--- config.mk ---
export PLATFORM = sky130hd
export DESIGN_NAME = fix_msg_delimiter
export DESIGN_NICKNAME = d
export VERILOG_FILES = /design/src/rtl/fix_pkg.sv /design/src/rtl/fix_wr_ptr.sv /design/src/rtl/fix_msg_delimiter.sv
export SDC_FILE = /design/constraint.sdc
export NUM_CORES = 1
export LEC_CHECK = 0
export ABC_AREA = 1
export CORE_AREA = 2 2 86 88
export DETAILED_ROUTE_END_ITERATION = 16
export DIE_AREA = 0 0 88 90
export GPL_TIMING_DRIVEN = 0
export PLACE_DENSITY = 0.64
export SETUP_SLACK_MARGIN = 0.02
export SYNTH_ARGS = -nofsm -noshare
export SYNTH_HDL_FRONTEND = slang
export SYNTH_HIERARCHICAL = 1
export SYNTH_SLANG_ARGS = --single-unit
--- constraint.sdc ---
create_clock -name clk -period 3.9 [get_ports clk]
set_input_delay 0.39 -clock clk [delete_from_list [all_inputs] [get_ports clk]]
set_output_delay 0.39 -clock clk [all_outputs]
set_load 0.02 [all_outputs]
--- src/rtl/fix_pkg.sv ---
// rtl/fix_pkg.sv - shared constants, state enum and helpers for the FIX framing stage
package fix_pkg;

  localparam logic [7:0] SOH      = 8'h01;
  localparam logic [7:0] ASCII_8  = 8'h38;
  localparam logic [7:0] ASCII_EQ = 8'h3D;
  localparam logic [7:0] ASCII_1  = 8'h31;
  localparam logic [7:0] ASCII_0  = 8'h30;

  typedef enum logic [2:0] {
    HUNT,
    EQ,
    BODY,
    T1,
    T10,
    TEQ,
    CK,
    TERM
  } delim_state_t;

  // Write-pointer operations requested by the framing FSM
  localparam logic [2:0] PTR_HOLD    = 3'd0;
  localparam logic [2:0] PTR_START   = 3'd1;
  localparam logic [2:0] PTR_RESTART = 3'd2;
  localparam logic [2:0] PTR_ADVANCE = 3'd3;
  localparam logic [2:0] PTR_REWIND  = 3'd4;

  function automatic logic is_digit(input logic [7:0] b);
    return (b >= 8'h30) && (b <= 8'h39);
  endfunction

endpackage

--- src/rtl/fix_wr_ptr.sv ---
// rtl/fix_wr_ptr.sv - buffer write pointer, message start address and saturating length
module fix_wr_ptr
  import fix_pkg::*;
#(
  parameter int DATA_WIDTH = 5,
  parameter int LEN_W      = 5
) (
  input  logic                  clk,
  input  logic                  rst,
  input  logic [2:0]            op_i,
  output logic [DATA_WIDTH-1:0] wp_o,
  output logic [DATA_WIDTH-1:0] sa_o,
  output logic [LEN_W-1:0]      len_o
);

  logic [DATA_WIDTH-1:0] wp_q, wp_d;
  logic [DATA_WIDTH-1:0] sa_q, sa_d;
  logic [LEN_W-1:0]      len_q, len_d;

  always_comb begin
    wp_d  = wp_q;
    sa_d  = sa_q;
    len_d = len_q;
    case (op_i)
      PTR_START: begin
        sa_d  = wp_q;
        wp_d  = wp_q + DATA_WIDTH'(1);
        len_d = LEN_W'(1);
      end
      // A repeated '8' overwrites the first one, so the message restarts at sa
      PTR_RESTART: begin
        wp_d  = sa_q + DATA_WIDTH'(1);
        len_d = LEN_W'(1);
      end
      PTR_ADVANCE: begin
        wp_d = wp_q + DATA_WIDTH'(1);
        if (len_q != '1) len_d = len_q + LEN_W'(1);
      end
      PTR_REWIND: begin
        wp_d  = sa_q;
        len_d = '0;
      end
      default: ;
    endcase
  end

  always_ff @(posedge clk or negedge rst) begin
    if (!rst) begin
      wp_q  <= '0;
      sa_q  <= '0;
      len_q <= '0;
    end else begin
      wp_q  <= wp_d;
      sa_q  <= sa_d;
      len_q <= len_d;
    end
  end

  assign wp_o  = wp_q;
  assign sa_o  = sa_q;
  assign len_o = len_q;

endmodule

--- src/rtl/fix_msg_delimiter.sv ---
// rtl/fix_msg_delimiter.sv - FIX byte-stream framer: buffer writes plus start/end/error pulses
module fix_msg_delimiter
  import fix_pkg::*;
#(
  parameter int DATA_WIDTH  = 5,
  parameter int MAX_MSG_LEN = 24
) (
  input  logic                  clk,
  input  logic                  rst,
  input  logic [7:0]            byte_i,
  input  logic                  byte_valid_i,
  output logic                  ready_o,
  input  logic                  full_i,
  output logic                  wr_en_o,
  output logic [DATA_WIDTH-1:0] wr_addr_o,
  output logic [7:0]            wr_data_o,
  output logic                  start_message_o,
  output logic [DATA_WIDTH-1:0] start_addr_o,
  output logic                  end_message_o,
  output logic [DATA_WIDTH-1:0] end_addr_o,
  output logic                  error_o
);

  localparam int LEN_W = $clog2(MAX_MSG_LEN + 2);

  delim_state_t          state_q, state_d;
  logic [1:0]            dc_q, dc_d;
  logic [2:0]            ptr_op;
  logic [DATA_WIDTH-1:0] wp, sa;
  logic [LEN_W-1:0]      len;
  logic                  accept, oversize;
  logic                  wr_d, start_d, end_d, err_d;
  logic [DATA_WIDTH-1:0] wr_addr_d;

  logic                  wr_en_q, start_q, end_q, err_q;
  logic [DATA_WIDTH-1:0] wr_addr_q, start_addr_q, end_addr_q;
  logic [7:0]            wr_data_q;

  fix_wr_ptr #(
    .DATA_WIDTH(DATA_WIDTH),
    .LEN_W     (LEN_W)
  ) u_wr_ptr (
    .clk  (clk),
    .rst  (rst),
    .op_i (ptr_op),
    .wp_o (wp),
    .sa_o (sa),
    .len_o(len)
  );

  assign ready_o  = ~full_i;
  assign accept   = byte_valid_i & ~full_i;
  assign oversize = len >= LEN_W'(MAX_MSG_LEN);

  always_comb begin
    state_d   = state_q;
    dc_d      = dc_q;
    ptr_op    = PTR_HOLD;
    wr_d      = 1'b0;
    wr_addr_d = wp;
    start_d   = 1'b0;
    end_d     = 1'b0;
    err_d     = 1'b0;
    if (accept) begin
      case (state_q)
        HUNT: begin
          if (byte_i == ASCII_8) begin
            wr_d    = 1'b1;
            ptr_op  = PTR_START;
            state_d = EQ;
          end
        end
        EQ: begin
          if (byte_i == ASCII_EQ) begin
            wr_d    = 1'b1;
            ptr_op  = PTR_ADVANCE;
            start_d = 1'b1;
            state_d = BODY;
          end else if (byte_i == ASCII_8) begin
            wr_d      = 1'b1;
            wr_addr_d = sa;
            ptr_op    = PTR_RESTART;
          end else begin
            ptr_op  = PTR_REWIND;
            state_d = HUNT;
          end
        end
        default: begin
          // Every in-message byte is written unless it breaks the trailer or the length limit
          if (oversize) begin
            err_d = 1'b1;
          end else begin
            wr_d = 1'b1;
            case (state_q)
              BODY: if (byte_i == SOH) state_d = T1;
              T1: begin
                if (byte_i == ASCII_1) state_d = T10;
                else if (byte_i != SOH) state_d = BODY;
              end
              T10: begin
                if (byte_i == ASCII_0) state_d = TEQ;
                else if (byte_i == SOH) state_d = T1;
                else state_d = BODY;
              end
              TEQ: begin
                if (byte_i == ASCII_EQ) begin
                  state_d = CK;
                  dc_d    = 2'd0;
                end else if (byte_i == SOH) begin
                  state_d = T1;
                end else begin
                  state_d = BODY;
                end
              end
              CK: begin
                if (is_digit(byte_i)) begin
                  dc_d = dc_q + 2'd1;
                  if (dc_q == 2'd2) state_d = TERM;
                end else begin
                  wr_d  = 1'b0;
                  err_d = 1'b1;
                end
              end
              TERM: begin
                if (byte_i == SOH) begin
                  end_d   = 1'b1;
                  state_d = HUNT;
                end else begin
                  wr_d  = 1'b0;
                  err_d = 1'b1;
                end
              end
              default: ;
            endcase
          end
          if (err_d) begin
            ptr_op  = PTR_REWIND;
            state_d = HUNT;
          end else if (wr_d) begin
            ptr_op = PTR_ADVANCE;
          end
        end
      endcase
    end
  end

  always_ff @(posedge clk or negedge rst) begin
    if (!rst) begin
      state_q      <= HUNT;
      dc_q         <= '0;
      wr_en_q      <= 1'b0;
      wr_addr_q    <= '0;
      wr_data_q    <= '0;
      start_q      <= 1'b0;
      start_addr_q <= '0;
      end_q        <= 1'b0;
      end_addr_q   <= '0;
      err_q        <= 1'b0;
    end else begin
      state_q <= state_d;
      dc_q    <= dc_d;
      wr_en_q <= wr_d;
      start_q <= start_d;
      end_q   <= end_d;
      err_q   <= err_d;
      if (wr_d) begin
        wr_addr_q <= wr_addr_d;
        wr_data_q <= byte_i;
      end
      if (start_d) start_addr_q <= sa;
      if (end_d) end_addr_q <= wp;
    end
  end

  assign wr_en_o         = wr_en_q;
  assign wr_addr_o       = wr_addr_q;
  assign wr_data_o       = wr_data_q;
  assign start_message_o = start_q;
  assign start_addr_o    = start_addr_q;
  assign end_message_o   = end_q;
  assign end_addr_o      = end_addr_q;
  assign error_o         = err_q;

endmodule

==> results.toml <==
[grt]
antenna_found_initial = 0
grtUsageTotal_pct = 16.37
grt_max_degree = 33
grt_pass1_vias = 2284
grt_overflow = 0
grt_pass1_wl_um = 10540

[clock_tree]
cts_made_buffers = 5
worst_skew_pair.late_latency_ns = 0.30
cts_buffer_depth = 2
cts_tree = "built"
cts_num_sinks = 47
root_buffer = "clkbuf_8"
cts_hold_buf = 0
post_cts_buffers = 0
cts-resized-gates = 0
cts_max_level = 2
clk_pin_slew_ns = 0.09

[worst_setup_path]
r2r_setup_slack_ns = 1.27
critPathCaptureType = "register"
crit_start = "byte_i[5]"
crit_buf_inv = 4
r2r_cells = 17
cp_max_fo = 10
critical_path_depth = 19
cp.required_ns = 4.10
cp.arrival_ns = 3.04
cp_cell_sequence = "clkdlybuf4s50_1 -> nand2_1 -> nor2_4 -> nand2_1 -> nand2_1 -> nand2_1 -> nand2_2 -> nand3_1 -> nand2_1 -> inv_1 -> a21oi_1 -> buf_4 -> nand3_1 -> nand2_1 -> ha_1 -> a21boi_1 -> nor2_1 -> o21bai_1 -> inv_1"
slowest_stage = "clkdlybuf4s50_1"
cpPeakStageDelay_ns = 0.48
critPathCapture = "u_wr_ptr/wp_o[2]"
critical_path_class = "input pin to register"
startpoint_type = "input pin"
worst_path_dominant_cell_family = "simple AND/OR/NAND/NOR gates"
crit_top_cell = "nand2_1"
rr_startpoint = "state_q[0]"
r2r-end = "u_wr_ptr/wp_o[2]"

[run]
max-cap-violations = 0

[drt]
vias = 2335
wl_um = 5977
routed_via_density = 4.642
initialDrtViolationCount = 92
wl_per_cell_um = 11.88
route.detailed.drc = 0
postRouteAntennaNets = 0
first_pass_iters = 4

[sta]
timing.final.crit_share_pct = 72.94
worst_pin_slew_ns = 0.4105
maxSlewViolCount = 0
final.setup_skew_ns = 0.006002
fin_crit_ns = 2.845
rsz0062_at_grt = "false"
tns_ns = 0
hold_viol_final = 0
setup_viol = 0
clock.fmax_mhz = 351.5
max_slew_margin_pct = 72.64
timing.hold.ws_ns = 0.002013

[yosys]
synth_cell_types = 34
synthFlopType = "dfrtp_1"
postSynthCellCount = 356
async_flop_share_pct = 100.0
synth_edf_count = 0
ys.warnings.count = 6
syn-num-nets = 372
avgSynthCellArea_sq_um = 7.613
synth-seq-area-share_pct = 43.40
ys_seq_elements = 47
synth_area_sq_um = 2710

[die]
dieHeight_um = 90
rows = 31
fp.dieW_um = 88
dieArea_sq_um = 7920
boundaryPins = 40
start_util_pct = 38.60
core_sq_um = 7020

[cells_and_area]
num_antenna_cells = 0
drive_above_1_share_pct = 18.07
final_net_count = 419
seq_area_sq_um = 1176
multi_input_area_sq_um = 1308
num-fill-cells = 689
area_growth_pct = 23.78

[placed_design]
gp_congestion = 0.8948
dp_hpwl_um = 4642
numPortBuffers = 39

[pwr]
leakage_uw = 0.001635
intPower_uw = 1146
p_sw_uw = 751.8
p_seq_share_pct = 38.4
swShare_pct = 39.61
pwr-share-clk_pct = 19.4
ir_worst_vdd_uv = 228.7
p_per_area_nw_per_um2 = 565.8
combPwrFrac_pct = 42.2

[hold_path]
hold_class = "input pin to async pin"

[outcome]
status = "complete, no violations"
-- cell families (layout without fill, tap and decap cells) --
logic type               Yosys count  after routing  share of synthesized area, %
AND/OR/NAND/NOR                  201            201                         34.76
buffers and inverters             55            103                         8.356
flip-flops                        47             47                         43.40
multiplexers                       1              1                        0.4155
adder cells (fa/ha/maj)            4              4                         1.847
AO/OA/AOI/OAI                     48             48                         11.22
-- power groups by stage --
stage	sequential, uW	clock, uW	combinational [uW]
CTS	730	382	808
detailed placement	740	0	802
finish	729	367	801
floorplan	798	0	473
global route	748	399	912
global placement	736	0	786
-- cells in the final DEF (no fill, tap or decap), drive strengths merged --
cell type / netlist / final
nor2: 31 / 31
ha: 4 / 4
clkdlybuf4s50: 0 / 38
clkinv: 1 / 1
o21bai: 1 / 1
nand4: 3 / 3
clkbuf: 0 / 5
a21boi: 1 / 1
a21oi: 11 / 11
a211oi: 1 / 1
a31oi: 1 / 1
clkinvlp: 0 / 1
bufinv: 0 / 1
nand3b: 2 / 2
mux2: 1 / 1
nor3: 10 / 10
buf: 4 / 6
o22ai: 2 / 2
dfrtp: 47 / 47
nand2: 126 / 126
or2: 2 / 2
o21ai: 30 / 30
inv: 50 / 51
o221ai: 1 / 1
nand3: 27 / 27
-- state kept, by name, summed over array words and instances, names as in the netlist, 2 cells and up --
name            flops
dc_q                2
end_addr_o          5
start_addr_o        5
state_q             3
u_wr_ptr/len_o      5
u_wr_ptr/sa_o       5
u_wr_ptr/wp_o       5
wr_addr_o           5
wr_data_o           8
-- worst register-to-register path: cells and delay by family (launching register included) --
family / cells / cell delay [ns]
buffers and inverters: 5 / 0.60
DFF: 1 / 0.37
and+or+nand+nor: 8 / 0.71
adders and majority gates: 1 / 0.21
AOI/OAI and AO/OA: 3 / 0.64
-- synthesized netlist by cell type (2+ instances only) --
cell type	n	area share, %
a21oi_1	10	1.8
buf_6	2	0.83
dfrtp_1	47	43
ha_1	4	1.8
inv_1	37	5.1
inv_2	13	1.8
nand2_1	103	14
nand2_2	21	4.8
nand2_4	2	0.83
nand3_1	25	4.6
nand3_2	2	0.74
nand4_1	3	0.69
nor2_1	25	3.5
nor2_2	2	0.46
nor2_4	4	1.7
nor3_1	9	1.7
o21ai_0	20	3.7
o21ai_2	10	3.2
o22ai_1	2	0.46
-- layer usage --
metal / vias to the layer above / track usage [%] / wire, um
met5: - / 0 / 0
met1: 1062 / 21.96 / 2797
met4: 0 / 3.846 / 93
li1: 1218 / - / -
met3: 9 / 3.122 / 254
met2: 46 / 27.08 / 2831
-- metrics by stage --
stage	utilization (%)	power, uW	cell area, sq um	worst slack, ns	cells
3_5_place_dp	46.14	1542	3239	0.7257	495
4_1_cts	47.78	1920	3354	1.038	503
2_1_floorplan	-	1271	2710	1.541	356
3_3_place_gp	45.93	1522	3224	0.7768	494
6_report	47.78	1898	3354	1.055	503
5_1_grt	47.78	2059	3354	0.7463	503
-- worst min-delay path by stage --
stage,startpoint,to,slack (ns),cells after the start
2_1_floorplan,rst,dc_q[0],0.09,0
3_3_place_gp,end_addr_o[3],end_addr_o[3],0.47,2
3_5_place_dp,rst,dc_q[1],0.35,1
4_1_cts,rst,dc_q[1],0.01,1
5_1_grt,rst,state_q[0],0.02,1
6_report,rst,dc_q[1],0.002,1
-- area by class of cell --
cell class                 count  area share [%]
buffer                         4           1.044
clock buffer                   5           2.051
clock inverter                 3           1.380
inverter                      51           5.707
multi-input combinational    254           38.98
sequential                    47           35.06
tap                           99           3.693
timing repair buffer          40           12.09
No activity file was read; power rests on OpenSTA's default activity.
